$ cat src/rtl/msp430_ram_ctrl_pkg.sv
// Shared types and RAM port encodings for the MSP430 data RAM controller.
package msp430_ram_ctrl_pkg;

    typedef enum logic {
        INIT = 1'b0,
        RUN  = 1'b1
    } state_t;

    localparam logic       RAM_EN       = 1'b0;
    localparam logic       RAM_DIS      = 1'b1;
    localparam logic [1:0] RAM_WEN_NONE = 2'b11;
    localparam logic [1:0] RAM_WEN_ALL  = 2'b00;

endpackage

$ cat src/rtl/msp430_ram_rsp_fifo.sv
// Synchronous response FIFO; head reads as zero while empty so the
// consumer never sees stale storage.
module msp430_ram_rsp_fifo #(
    parameter int DW        = 16,
    parameter int RSP_DEPTH = 4
) (
    input  logic          mclk,
    input  logic          puc_rst,
    input  logic          push,
    input  logic [DW-1:0] push_data,
    input  logic          pop,
    output logic          full,
    output logic          empty,
    output logic [DW-1:0] head
);

    localparam int PW = $clog2(RSP_DEPTH);

    logic [DW-1:0] mem [RSP_DEPTH];
    logic [PW-1:0] wr_ptr;
    logic [PW-1:0] rd_ptr;
    logic [PW:0]   count;
    logic          do_push;
    logic          do_pop;

    assign empty   = (count == '0);
    assign full    = (count == (PW+1)'(RSP_DEPTH));
    assign do_pop  = pop && !empty;
    // A push into a full FIFO is legal when the head leaves in the same cycle.
    assign do_push = push && (!full || do_pop);
    assign head    = empty ? '0 : mem[rd_ptr];

    always_ff @(posedge mclk) begin
        if (puc_rst) begin
            wr_ptr <= '0;
            rd_ptr <= '0;
            count  <= '0;
        end else begin
            if (do_push) wr_ptr <= wr_ptr + PW'(1);
            if (do_pop)  rd_ptr <= rd_ptr + PW'(1);
            case ({do_push, do_pop})
                2'b10:   count <= count + (PW+1)'(1);
                2'b01:   count <= count - (PW+1)'(1);
                default: count <= count;
            endcase
        end
    end

    // NOTE: storage is deliberately not reset; empty gates the head instead.
    always_ff @(posedge mclk) begin
        if (do_push) mem[wr_ptr] <= push_data;
    end

endmodule

$ cat src/rtl/msp430_ram_ctrl.sv
// Request/response front end for the single-port MSP430 data RAM, with a
// post-reset zero-fill sweep and credit-based response flow control.
module msp430_ram_ctrl
    import msp430_ram_ctrl_pkg::*;
#(
    parameter int AW        = 7,
    parameter int DW        = 16,
    parameter int RSP_DEPTH = 4,
    parameter bit INIT_EN   = 1'b1
) (
    input  logic          mclk,
    input  logic          puc_rst,
    input  logic          req_valid,
    output logic          req_ready,
    input  logic          req_write,
    input  logic [AW-1:0] req_addr,
    input  logic [1:0]    req_byte_en,
    input  logic [DW-1:0] req_wdata,
    output logic          rsp_valid,
    input  logic          rsp_ready,
    output logic [DW-1:0] rsp_rdata,
    output logic          init_done,
    output logic [AW-1:0] ram_addr,
    output logic [DW-1:0] ram_din,
    output logic          ram_cen,
    output logic [1:0]    ram_wen,
    input  logic [DW-1:0] ram_dout
);

    localparam int     CW          = $clog2(RSP_DEPTH) + 1;
    localparam state_t RESET_STATE = state_t'(INIT_EN ? INIT : RUN);

    state_t        state;
    state_t        state_nxt;
    logic [AW:0]   sweep_cnt;
    logic          sweeping;
    logic          rd_fire;
    logic          wr_fire;
    logic          rsp_fire;
    logic          rd_p1;
    logic          rd_p2;
    logic [CW-1:0] credits;
    logic          fifo_full;
    logic          fifo_empty;

    logic          ram_cen_nxt;
    logic [1:0]    ram_wen_nxt;
    logic [AW-1:0] ram_addr_nxt;
    logic [DW-1:0] ram_din_nxt;

    // NOTE: registers use non-blocking assignment so every flop samples pre-edge values.
    always_ff @(posedge mclk) begin
        if (puc_rst) state <= RESET_STATE;
        else         state <= state_nxt;
    end

    // The extra counter bit marks "all words written", one cycle after the last write.
    always_comb begin
        state_nxt = state;
        if (state == INIT && sweep_cnt[AW]) state_nxt = RUN;
    end

    always_comb begin
        init_done = (state == RUN);
        req_ready = (state == RUN) && (credits < CW'(RSP_DEPTH));
    end

    assign sweeping  = (state == INIT) && !sweep_cnt[AW];
    assign rd_fire   = req_valid && req_ready && !req_write;
    assign wr_fire   = req_valid && req_ready &&  req_write;
    assign rsp_valid = !fifo_empty;
    assign rsp_fire  = rsp_valid && rsp_ready;

    always_ff @(posedge mclk) begin
        if (puc_rst)       sweep_cnt <= '0;
        else if (sweeping) sweep_cnt <= sweep_cnt + (AW+1)'(1);
    end

    // NOTE: every comb output gets a default first so no latch is inferred.
    always_comb begin
        ram_cen_nxt  = RAM_DIS;
        ram_wen_nxt  = RAM_WEN_NONE;
        ram_addr_nxt = ram_addr;
        ram_din_nxt  = ram_din;
        if (sweeping) begin
            ram_cen_nxt  = RAM_EN;
            ram_wen_nxt  = RAM_WEN_ALL;
            ram_addr_nxt = sweep_cnt[AW-1:0];
            ram_din_nxt  = '0;
        end else if (rd_fire) begin
            ram_cen_nxt  = RAM_EN;
            ram_addr_nxt = req_addr;
        end else if (wr_fire && |req_byte_en) begin
            ram_cen_nxt  = RAM_EN;
            ram_wen_nxt  = ~req_byte_en;
            ram_addr_nxt = req_addr;
            ram_din_nxt  = req_wdata;
        end
    end

    always_ff @(posedge mclk) begin
        if (puc_rst) begin
            ram_cen  <= RAM_DIS;
            ram_wen  <= RAM_WEN_NONE;
            ram_addr <= '0;
            ram_din  <= '0;
        end else begin
            ram_cen  <= ram_cen_nxt;
            ram_wen  <= ram_wen_nxt;
            ram_addr <= ram_addr_nxt;
            ram_din  <= ram_din_nxt;
        end
    end

    // rd_p1 tracks the RAM access cycle, rd_p2 the cycle ram_dout is valid.
    always_ff @(posedge mclk) begin
        if (puc_rst) begin
            rd_p1   <= 1'b0;
            rd_p2   <= 1'b0;
            credits <= '0;
        end else begin
            rd_p1 <= rd_fire;
            rd_p2 <= rd_p1;
            case ({rd_fire, rsp_fire})
                2'b10:   credits <= credits + CW'(1);
                2'b01:   credits <= credits - CW'(1);
                default: credits <= credits;
            endcase
        end
    end

    msp430_ram_rsp_fifo #(
        .DW        (DW),
        .RSP_DEPTH (RSP_DEPTH)
    ) u_rsp_fifo (
        .mclk      (mclk),
        .puc_rst   (puc_rst),
        .push      (rd_p2),
        .push_data (ram_dout),
        .pop       (rsp_fire),
        .full      (fifo_full),
        .empty     (fifo_empty),
        .head      (rsp_rdata)
    );

    // Credits reserve a slot for every read in flight, so a blocked push cannot occur.
    assert property (@(posedge mclk) disable iff (puc_rst)
        !(fifo_full && rd_p2 && !rsp_fire));

endmodule

$ cat config.mk
export PLATFORM = sky130hd
export DESIGN_NAME = msp430_ram_ctrl
export DESIGN_NICKNAME = d
export VERILOG_FILES = /design/src/rtl/msp430_ram_ctrl_pkg.sv /design/src/rtl/msp430_ram_rsp_fifo.sv /design/src/rtl/msp430_ram_ctrl.sv
export SDC_FILE = /design/constraint.sdc
export NUM_CORES = 1
export LEC_CHECK = 0
export CORE_MARGIN = 5
export CORE_UTILIZATION = 46
export CTS_CLUSTER_DIAMETER = 50
export DETAILED_ROUTE_END_ITERATION = 8
export HOLD_SLACK_MARGIN = 0.05
export PLACE_DENSITY = 0.87
export REMOVE_ABC_BUFFERS = 1
export SLEW_MARGIN = 0
export SYNTH_ARGS = -nofsm -noshare
export SYNTH_HDL_FRONTEND = slang
export SYNTH_SLANG_ARGS = --single-unit
$ cat constraint.sdc
create_clock -name mclk -period 1.96 [get_ports mclk]
set_input_delay 0.392 -clock mclk [delete_from_list [all_inputs] [get_ports mclk]]
set_output_delay 0.392 -clock mclk [all_outputs]
set_load 0.05 [all_outputs]
==> impl_summary.md, run 1 <==
Synthesis
The commonest cells after synthesis are sky130_fd_sc_hd__edfxtp_1 (64), sky130_fd_sc_hd__dfxtp_1 (49), sky130_fd_sc_hd__a21oi_1 (30). For this run, the leading register cell type out of synthesis is sky130_fd_sc_hd__edfxtp_1. The mapped netlist covers 4580 um2.

sky130_fd_sc_hd__edfxtp_1 takes more of the synthesized area than any other cell. For this run, the number of Yosys warnings is 0. The count of unique library cells instantiated by Yosys is 40. The sequential share of the synthesized area is 0.634. The top cell type's share of synthesized area is 0.420. Synthesis inferred 113 register bits. The number of instances in the synthesized netlist is 343. Ranked by total cell area, the synthesized netlist is headed by sky130_fd_sc_hd__edfxtp_1 (42%), sky130_fd_sc_hd__dfxtp_1 (21%), sky130_fd_sc_hd__mux4_2 (7.9%), sky130_fd_sc_hd__a21oi_1 (3.3%), sky130_fd_sc_hd__o21ai_0 (2.3%). The proportion of register bits with asynchronous set or reset after synthesis is 0. The average instance in the mapped netlist occupies 13.4 um2. The most numerous cell in the Yosys netlist is sky130_fd_sc_hd__edfxtp_1.

The number of flops mapped to enable cells by yosys is 64.

Placed design
The count of buffers inserted at the top-level ports is 90. The worst slack after detailed placement is -644 ps. The congestion estimate from routability-driven global placement came to 0.855. The final HPWL from detailed placement is 6.99 mm.

Worst hold path
The startpoint identified for the worst hold timing path is rd_p1. The count of cells along the worst hold path is 1. The path category of the worst min-delay check is flop to flop.

Worst setup path
The class of the most critical setup path is flop to output pin. The worst register-to-register path has a depth of 10. In this run the critical register-to-register path is launched from u_rsp_fifo.count[0]. The nature of the critical path startpoint is a flop. The maximum fanout along the worst path is 8. STA puts the critical path data required time at 1570 ps.

Data on the critical path arrives at its endpoint at 1870 ps. The worst setup path is captured at an output pin.

Power and ir drop
The power density normalized to cell area is 838 nW/um2. The peak ir drop on the vdd network is 0.547 mV. Summed over all cells, the static leakage comes to 2.48 nW.

Drt
The final antenna-violating net count is 0. The final routed wirelength across all metal layers is 10.8 mm. Detailed routing inserted a total of 3279 vias. The number of vias per cell is 5.26. For this run, design rule violations remaining after detail routing come to 0.

Dividing the detail-routed wire length by the instance count gives 17.4 um. The number of detailed-route iterations in the first pass is 4. In this run, the number of DRC markers left after iteration 0 of detailed routing was 182.

Floorplanning
The die boundary height is 110 um. The width of the die is 110 um. The number of top-level pins is 91.

The number of rows created at floorplan is 36. The core region is 9730 um2. The area enclosed by the die boundary is 12100 um2. For this configuration, the core starts out at a cell density of 0.471.

CTS
The clock reaches the later pin of the worst-skew pair after 500 ps. TritonCTS built the clock tree. Clock tree synthesis selected as its root buffer the cell sky130_fd_sc_hd__clkbuf_8. The CTS sink count is 113. The number of H-tree levels is 4. The CTS clock-pin slew for the worst setup and hold paths is 50 ps.

The number of buffers added by the clock tree synthesis step is 17. The hold buffer count at CTS is 0. The maximum count of clock buffers along a single path is 2.

Timing
The share of the clock period used by the worst path is 1.16. The setup TNS after final layout is -4480 ps. Between clock sinks in the finished design, the worst skew comes to 8.77 ps. Setup repair after global routing could not meet its margin everywhere. The transition time at the pin with the least slew margin is 642 ps.

The final-report hold violation count is 0. After layout, the worst setup slack is -305 ps. The number of max-slew violations in the final report is 0. The worst max-slew margin expressed relative to the limit is 0.570.

Timing would allow up to 441 MHz. The minimum clock period after layout is 2270 ps. The number of failing setup endpoints in the final timing report is 20.

Layout
For this run, the share of the core covered by cells in the final layout is 0.691. Summing all flip-flop and latch instances after layout gives 2910 um2. The number of nets in the layout is 532. The total inserted antenna cells is 0.

The fraction of final layout cells sized beyond drive strength 1 is 0.304. The number of fill cells in the layout is 698. Relative to the synthesized area, the layout overhead comes to 46.8%. The area of combinational cells with multiple inputs is 1660 um2.

Global routing
In the global route stage, overall resource usage came out at 0.184. The initial antenna violation count was 0. The first-pass GRT wire length is 16.8 mm. Entering global routing, the biggest net connects 21 pins. The layer flagged by global routing as most heavily used is met2. For this run, global-route usage on met3 was measured as 0.0646. The total grt overflow is 0. For met2 alone, demand over resource in global routing was 0.307. For this run, global-route usage on met1 was measured as 0.226. The number of global-route vias before repair is 3410.

Status
The final reports fail on negative setup slack. The run finished, with violations left.

Flow run
The number of violations of the max-capacitance limit is 0.
## cells by family after synthesis
group	synth area share
AO/OA/AOI/OAI	0.0913
XOR/XNOR	0.0153
adder cells (fa/ha/maj)	0.0279
buffers and inverters	0.0358
flip-flops	0.634
multiplexers	0.0940
AND/OR/NAND/NOR	0.102
## cell usage in the layout (no fill, tap or decap), drive strengths merged, types with 2 or more instances in the layout
cell type       n
buf            66
edfxtp         64
dfxtp          49
clkdlybuf4s50  45
a21oi          30
dlygate4sd2    25
inv            22
o21ai          21
nand3          19
clkbuf         17
mux4           16
nor2           15
nor2b          11
and2b           7
mux2i           7
a2111oi         7
a211oi          7
ha              7
xor2            6
and3            5
or3             4
clkinvlp        4
or2             4
clkinv          4
nand2           3
nand4           3
xnor2           2
a31o            2
nand2b          2
fa              2
bufinv          2
o31ai           2
## metrics by stage
step / hold WS [ps] / power, mW / cell area (um2) / instances
floorplan: 414 / 2.62 / 4480 / 322
global placement: 432 / 2.77 / 5830 / 581
detailed placement: 427 / 2.78 / 5830 / 581
CTS: 437 / 5.69 / 6580 / 620
global route: 447 / 5.84 / 6720 / 623
finish: 441 / 5.64 / 6720 / 623
## final timing paths
| path | end | slack [ps] |
|---|---|---|
| min | rd_p2 | 440 |
| min reg2reg | rd_p2 | 440 |
| max reg2reg | u_rsp_fifo.count[2] | -60 |
| max | rsp_rdata[14] | -310 |
## layer usage
layer / part of all wire / wire length (um)
met5: 0 / 0
met4: 0.014 / 147
met3: 0.056 / 603
met2: 0.51 / 5530
met1: 0.42 / 4540
## power by group
part	switching (mW)	internal (mW)	leakage, nW	total [mW]
Combinational	0.0942	0.112	1.23	0.207
Sequential	0.0102	2.51	0.974	2.52
Clock	1.09	1.82	0.272	2.91
Total	1.19	4.44	2.48	5.64
## layout make-up
class                      instances  share of cell area
clock inverter                    15              0.0235
multi-input combinational        192               0.248
tap                              133              0.0248
inverter                          17             0.00949
timing repair buffer             136               0.200
sequential                       113               0.433
clock buffer                      17              0.0616
## flip-flops by register name, summed over array words and instances, names as in the netlist, named ones only
| register | count |
|---|---|
| credits | 3 |
| init_done | 1 |
| u_rsp_fifo.rd_ptr | 2 |
| ram_addr | 7 |
| ram_cen | 1 |
| rd_p2 | 1 |
| u_rsp_fifo.mem | 64 |
| rd_p1 | 1 |
| u_rsp_fifo.wr_ptr | 2 |
| ram_din | 16 |
| sweep_cnt | 8 |
| ram_wen | 2 |
| u_rsp_fifo.count | 3 |
## timing repair
action	in CTS	in global routing
resized for setup	65	28
cloned	2	0
buffers inserted	5	3
pin swaps	5	7
endpoints found under the setup margin	44	85
## critical path, cell delays in order, from the launching register on
cell                      delay, ps
sky130_fd_sc_hd__dfxtp_4        390
sky130_fd_sc_hd__buf_12         150
sky130_fd_sc_hd__mux4_2         510
sky130_fd_sc_hd__and2b_1        180
sky130_fd_sc_hd__buf_6          150
Power figures use the tool's default switching activity.
==> run 2, diff against run 1 <==
Settings changed: SETUP_SLACK_MARGIN set to 0.3.
==> run 2 against run 1 <==
Flip-flop and latch count unchanged. Clock skew is 2.2 ps higher. The flow still finishes with violations (negative setup slack). Total power up 0.17%. Sequential power hardly changed. Largest power group unchanged. Clock power about the same.
==> impl_summary.md, run 2 (synthesized netlist as in run 1, its figures left out) <==
Status
The run finished, with violations left. The checks that failed: negative setup slack.

Flow run
The number of violations of the max-capacitance limit was 0 (unchanged).

Timing
The clock tree skew after final layout is 11.0 ps (+2.20 ps). The number of max-slew violations in the final report is 0 (unchanged). The minimum clock period after layout came to 2260 ps (-4.73 ps). The transition time at the pin with the least slew margin is 473 ps (-168 ps).

The worst hold slack across all endpoints was 439 ps (-2.78 ps). Setup repair after global routing could not meet its margin everywhere. The worst path setup slack after routing is -300 ps (+4.73 ps).

The number of failing setup endpoints in the final timing report is 18 (-10%). The final-report hold violation count came to 0 (unchanged). The maximum operating frequency came to 442 MHz (+0.21%).

The share of the clock period used by the worst path came to 1.15 (-0.00241). The worst max-slew margin expressed relative to the limit is 0.676 (+0.106).

Global routing
The total grt overflow is 0 (unchanged). The met2 layer usage reported by global route came to 0.333 (+0.0253). The global routing met3 resource utilization is 0.0546 (-0.00998). In this run the most used layer during global routing was met2.

The initial antenna violation count is 0 (unchanged). The all-layer global routing usage is 0.193 (+0.00896). The first-pass GRT wire length is 17.7 mm (+5.1%). The largest net degree at the start of global routing is 21 (unchanged).

The met1 routing resource usage after global routing came to 0.236 (+0.0101). The number of global-route vias before repair is 3497 (+2.6%).

Worst setup path
The endpoint type of the worst setup path is an output pin. The class of the most critical setup path is flop to output pin. The required time of the worst setup path is 1570 ps (about the same). The nature of the critical path startpoint is a flop.

The maximum fanout along the worst path came to 8 (unchanged). The data arrival time at the worst-slack endpoint came to 1870 ps (about the same).

Layout
The number of fill cells in the layout is 652 (-6.6%). The register with the most flip-flops in the final layout is u_rsp_fifo.mem. The total inserted antenna cells came to 0 (unchanged). The count of non-filler cells in the finished layout was 630 (+1.1%). The number of flip-flops under the largest register name is 64 (unchanged). The largest registers in the layout are u_rsp_fifo.mem (64), ram_din (16), sweep_cnt (8).

The library cell used most frequently in the layout, excluding fill and tap cells, is sky130_fd_sc_hd__edfxtp_1. The synthesis-to-finish area growth is 52.2%. The number of nets in the layout is 539 (+1.3%). The top cell types in the final layout, fill and taps aside, are sky130_fd_sc_hd__edfxtp_1 (64), sky130_fd_sc_hd__clkdlybuf4s50_1 (44), sky130_fd_sc_hd__dfxtp_1 (43), sky130_fd_sc_hd__buf_4 (33), sky130_fd_sc_hd__buf_6 (28). The final design utilization is 0.716 (+0.0255). The fraction of final layout cells sized beyond drive strength 1 is 0.382 (+0.0782).

Placed design
The placer congestion estimate is 0.855 (unchanged). The total instance count after detailed placement came to 581 (unchanged). The final HPWL from detailed placement was 6.99 mm (unchanged).

The count of buffers inserted at the top-level ports was 90 (unchanged).

CTS
The number of buffers added by the clock tree synthesis step is 17 (unchanged). The CTS clock-pin slew for the worst setup and hold paths is 50 ps (about the same). The CTS sink count is 113 (unchanged).

The clock latency of the later-clocked register in the worst-skew pair is 490 ps (about the same). TritonCTS built the clock tree. The number of H-tree levels is 4 (unchanged).

The maximum count of clock buffers along a single path is 2 (unchanged). The hold buffer count at CTS is 0 (unchanged). The root cell of the clock tree is sky130_fd_sc_hd__clkbuf_8.

Worst hold path
The path class of the tightest hold or removal check is flop to flop.

Floorplanning
The initial standard-cell utilization of the core came to 0.471 (unchanged). The area enclosed by the die boundary was 12100 um2 (unchanged). The die boundary height is 110 um (unchanged). The number of rows created at floorplan is 36 (unchanged). The area inside the core boundary is 9730 um2 (unchanged). The number of top-level pins is 91 (unchanged). The width of the die is 110 um (unchanged).

Power and ir drop
The peak ir drop on the vdd network is 0.542 mV (-0.93%). The reported leakage power came to 2.45 nW (-1.2%). The power density normalized to cell area came to 810 nW/um2 (-3.4%).

Drt
The total via count in the routed design is 3397 (+3.6%). The number of detailed-route iterations in the first pass was 4 (unchanged). The remaining design rule violation count is 0 (unchanged). The post-detailed-route wirelength per cell is 18.0 um (+3.6%). The final routed wirelength across all metal layers is 11.3 mm (+4.7%). The number of vias per cell is 5.39 (+2.4%).

The final antenna-violating net count is 0 (unchanged). The number of design-rule violations left by the first detailed-router iteration is 170 (-6.6%).
-- run 2: worst paths after layout --
path                                     startpoint                   to  slack [ps]  cells after the start
worst max-delay path                           flop         rsp_rdata[9]        -300                      4
worst min-delay path                          rd_p1                rd_p2         440                      1
worst max register to register  u_rsp_fifo.count[1]  u_rsp_fifo.count[2]        -150                     11
worst min register to register                rd_p1                rd_p2         440                      1
-- run 2: repair_timing --
action,in CTS,in global routing
resized for setup,138,36
setup endpoints to repair,113,93
cloned,6,0
pin swaps,12,5
setup buffers,8,3
-- run 2: power by group --
| part | internal (mW) | switching [mW] |
|---|---|---|
| Combinational | 0.114 | 0.0960 |
| Sequential | 2.51 | 0.0103 |
| Clock | 1.82 | 1.09 |
-- run 2: layer usage --
metal	wire, um	up-vias	share of wire
li1	-	1585	-
met1	4610	1657	0.41
met3	690	18	0.061
met2	5880	137	0.52
met5	0	-	0
met4	159	0	0.014
-- run 2: stage by stage --
step	total power [mW]	area [um2]	setup TNS [ps]	setup slack [ps]
floorplan	2.62	4480	-7130	-364
global placement	2.77	5830	-22030	-569
detailed placement	2.78	5830	-24680	-644
CTS	5.69	6850	-4980	-329
global route	5.83	6970	-5950	-371
finish	5.64	6970	-4560	-300
-- run 2: worst max-delay path: stages (launching register included) --
cell and delay (ps):
sky130_fd_sc_hd__dfxtp_4 390, sky130_fd_sc_hd__buf_16 150, sky130_fd_sc_hd__mux4_2 500, sky130_fd_sc_hd__and2b_1 190, sky130_fd_sc_hd__buf_6 150
-- run 2: layout make-up --
cell class | count | area (um2) | share of cell area
Clock buffer | 17 | 414 | 0.0594
Clock inverter | 15 | 158 | 0.0226
Inverter | 17 | 63.8 | 0.00915
Multi-Input combinational cell | 192 | 1710 | 0.245
Sequential cell | 113 | 2910 | 0.418
Tap cell | 133 | 166 | 0.0239
Timing Repair Buffer | 143 | 1550 | 0.222
==> run 3, diff against run 2 <==
Settings changed: CORE_ASPECT_RATIO set to 1.1.
==> run 3 against run 2 <==
The run still ends with negative setup slack left. Core utilization fell by 1.3 points. Worst hold slack improved by 0.94 ps. Sequential share of layout area rose by 0.44 points. Non-clock buffer count fell by 3. Worst setup slack got worse by 33 ps. Die area barely moved. Global-route usage rose by 0.88 points. First-iteration DRC count fell by 13%. Critical path type unchanged. Largest cell class unchanged.
==> impl_summary.md, run 3 (synthesized netlist as in run 1, its figures left out) <==
Status
The run finished, with violations left. The final reports fail on negative setup slack.

Timing
The maximum operating frequency came to 436 MHz (-1.4%). The transition time at the pin with the least slew margin is 492 ps (+18.7 ps). The number of failing setup endpoints in the final timing report is 19 (+1). The number of max-slew violations in the final report came to 0 (unchanged).

The final-report hold violation count is 0 (unchanged). The minimum clock period after layout was 2290 ps (+32.7 ps). The worst path setup slack after routing was -333 ps (-32.7 ps).

The worst hold slack across all endpoints is 440 ps (+0.941 ps). The clock tree skew after final layout is 7.36 ps (-3.61 ps). The worst max-slew margin expressed relative to the limit is 0.668 (-0.00850). Setup repair after global routing could not meet its margin everywhere. The share of the clock period used by the worst path is 1.17 (+0.0167).

Worst hold path
The count of cells along the worst hold path is 3 (+2). The path category of the worst min-delay check is input pin to flop.

Worst setup path
The master of the slowest instance on the critical path is sky130_fd_sc_hd__mux4_2. The data arrival time at the worst-slack endpoint was 1900 ps (+30 ps). The maximum fanout along the worst path was 8 (unchanged). The nature of the critical path startpoint is a flop. The critical path is of the flop to output pin type. The number of buffers and inverters on the critical path is 2 (unchanged). Traced cell by cell, the critical path runs through buf_12 > mux4_2 > and2b_1 > buf_6. STA classifies the critical path endpoint as an output pin. The maximum cell stage delay along the critical path is 500 ps (about the same).

The cell depth of the worst setup path is 4 (unchanged). The required time of the worst setup path is 1570 ps (about the same). The cell type group with the largest total delay on the critical path is multiplexers. The length in cells of the worst reg-to-reg path is 10 (-1).

CTS
The number of H-tree levels is 4 (unchanged). The clock tree from TritonCTS is done. The maximum count of clock buffers along a single path is 2 (unchanged). The CTS sink count is 113 (unchanged). The root cell of the clock tree is sky130_fd_sc_hd__clkbuf_8.

The CTS clock-pin slew for the worst setup and hold paths came to 60 ps (about the same). The clock latency of the later-clocked register in the worst-skew pair is 510 ps (+20 ps). The number of buffers added by the clock tree synthesis step is 17 (unchanged).

Global routing
The initial antenna violation count was 0 (unchanged). The number of global-route vias before repair was 3675 (+5.1%). The first-pass GRT wire length was 18.8 mm (+6.6%).

The largest net degree at the start of global routing was 18 (-14%). The total grt overflow is 0 (unchanged). The all-layer global routing usage came to 0.202 (+0.00877).

Layout
The area growth from synthesis to layout is 50.5%. The number of nets in the layout is 536 (-0.56%). The largest registers in the layout are u_rsp_fifo.mem (64), ram_din (16), sweep_cnt (8).

The area of combinational cells with multiple inputs came to 1710 um2 (+0.37%). The register area is 2910 um2 (about the same). The most common cell after layout, fill and taps aside is sky130_fd_sc_hd__edfxtp_1. In the layout the commonest cells are sky130_fd_sc_hd__edfxtp_1 (64), sky130_fd_sc_hd__dfxtp_1 (44), sky130_fd_sc_hd__clkdlybuf4s50_1 (44), sky130_fd_sc_hd__buf_4 (32), sky130_fd_sc_hd__buf_6 (27). The fraction of final layout cells sized beyond drive strength 1 is 0.383 (about the same). The number of flip-flops under the largest register name is 64 (unchanged). The total inserted antenna cells is 0 (unchanged). The number of fill cells in the layout is 629 (-3.5%). Counting flops per register, the top entry is u_rsp_fifo.mem.

Placed design
The placer congestion estimate is 0.797 (-6.8%). The count of buffers inserted at the top-level ports is 90 (unchanged). The worst slack after detailed placement is -626 ps (+18.8 ps). The final HPWL from detailed placement is 7.21 mm (+3.2%).

Drt
The total via count in the routed design is 3365 (-0.94%). The number of detailed-route iterations in the first pass is 4 (unchanged). The number of design-rule violations left by the first detailed-router iteration is 148 (-13%). The remaining design rule violation count came to 0 (unchanged). The final antenna-violating net count came to 0 (unchanged). The number of vias per cell is 5.48 (+1.6%). The final routed wirelength across all metal layers is 11.9 mm (+4.8%). The post-detailed-route wirelength per cell is 19.3 um (+7.5%).

Floorplanning
The number of top-level pins is 91 (unchanged). The initial standard-cell utilization of the core is 0.468 (-0.00313). The area inside the core boundary is 9790 um2 (+0.67%). The number of rows created at floorplan came to 38 (+5.6%). The area enclosed by the die boundary came to 12100 um2 (about the same). The width of the die was 105 um (-4.2%).

The die boundary height is 115 um (+4.4%).

Flow run
The number of violations of the max-capacitance limit is 0 (unchanged).

Power and ir drop
The reported leakage power is 2.44 nW (-0.24%). The power density normalized to cell area is 801 nW/um2 (-1.1%). The peak ir drop on the vdd network was 0.634 mV (+17%).

The power after layout is 5.52 mW (-2.2%).
[run 3: cell types whose count changed in the layout (fill, tap and decap cells not counted), moves of 2 or more]
cell,previous run,this run
sky130_fd_sc_hd__buf_16,5,1
sky130_fd_sc_hd__a2111oi_1,0,2
sky130_fd_sc_hd__clkinvlp_4,4,1
sky130_fd_sc_hd__a2111oi_0,7,5
sky130_fd_sc_hd__clkinv_4,1,5
sky130_fd_sc_hd__clkdlybuf4s15_2,21,17
sky130_fd_sc_hd__clkbuf_16,16,19
sky130_fd_sc_hd__buf_12,5,8
[run 3: area by class of cell]
cell class / count / share of cell area
clock buffers: 17 / 0.0601
clock inverters: 15 / 0.0196
inverters: 17 / 0.00926
multi-input cells: 192 / 0.248
flip-flops and latches: 113 / 0.422
well taps: 120 / 0.0218
repair buffers: 140 / 0.219
[run 3: tightest hold or removal path: stages]
cell	delay, ps
sky130_fd_sc_hd__clkdlybuf4s50_1	390
sky130_fd_sc_hd__nand3_1	60
sky130_fd_sc_hd__a21oi_1	50
[run 3: metrics by stage]
stage	TNS (ps)	util	instances	area, um2
3_3_place_gp	-21480	0.591	565	5790
3_5_place_dp	-24240	0.591	565	5790
4_1_cts	-5270	0.689	608	6750
2_1_floorplan	-7130	-	322	4480
6_report	-5140	0.704	614	6890
5_1_grt	-6350	0.704	614	6890
[run 3: per-layer routing]
metal | GRT usage | vias to the layer above | part of all wire
li1 | - | 1557 | -
met1 | 0.223 | 1663 | 0.39
met2 | 0.362 | 127 | 0.53
met3 | 0.0666 | 18 | 0.065
met4 | 0.0759 | 0 | 0.017
met5 | 0 | - | 0
[run 3: timing repair]
| action | 4_1_cts | 5_1_grt |
|---|---|---|
| resized for setup | 144 | 26 |
| pin swaps | 12 | 6 |
| hold buffers | 0 | 0 |
| setup buffers | 10 | 3 |
| gates cloned | 1 | 3 |
| endpoints found under the setup margin | 115 | 103 |
[run 3: power breakdown]
group | switching (mW) | internal [mW]
Sequential | 0.0120 | 2.51
Combinational | 0.0917 | 0.109
Clock | 1.11 | 1.69
Total | 1.21 | 4.31
[run 3: worst paths after layout]
kind	end	from	slack (ps)
setup / recovery	rsp_rdata[10]	flop	-330
hold / removal	ram_din[6]	req_wdata[6]	440
setup reg to reg	u_rsp_fifo.count[2]	u_rsp_fifo.count[1]	-140
hold reg to reg	rd_p2	rd_p1	440
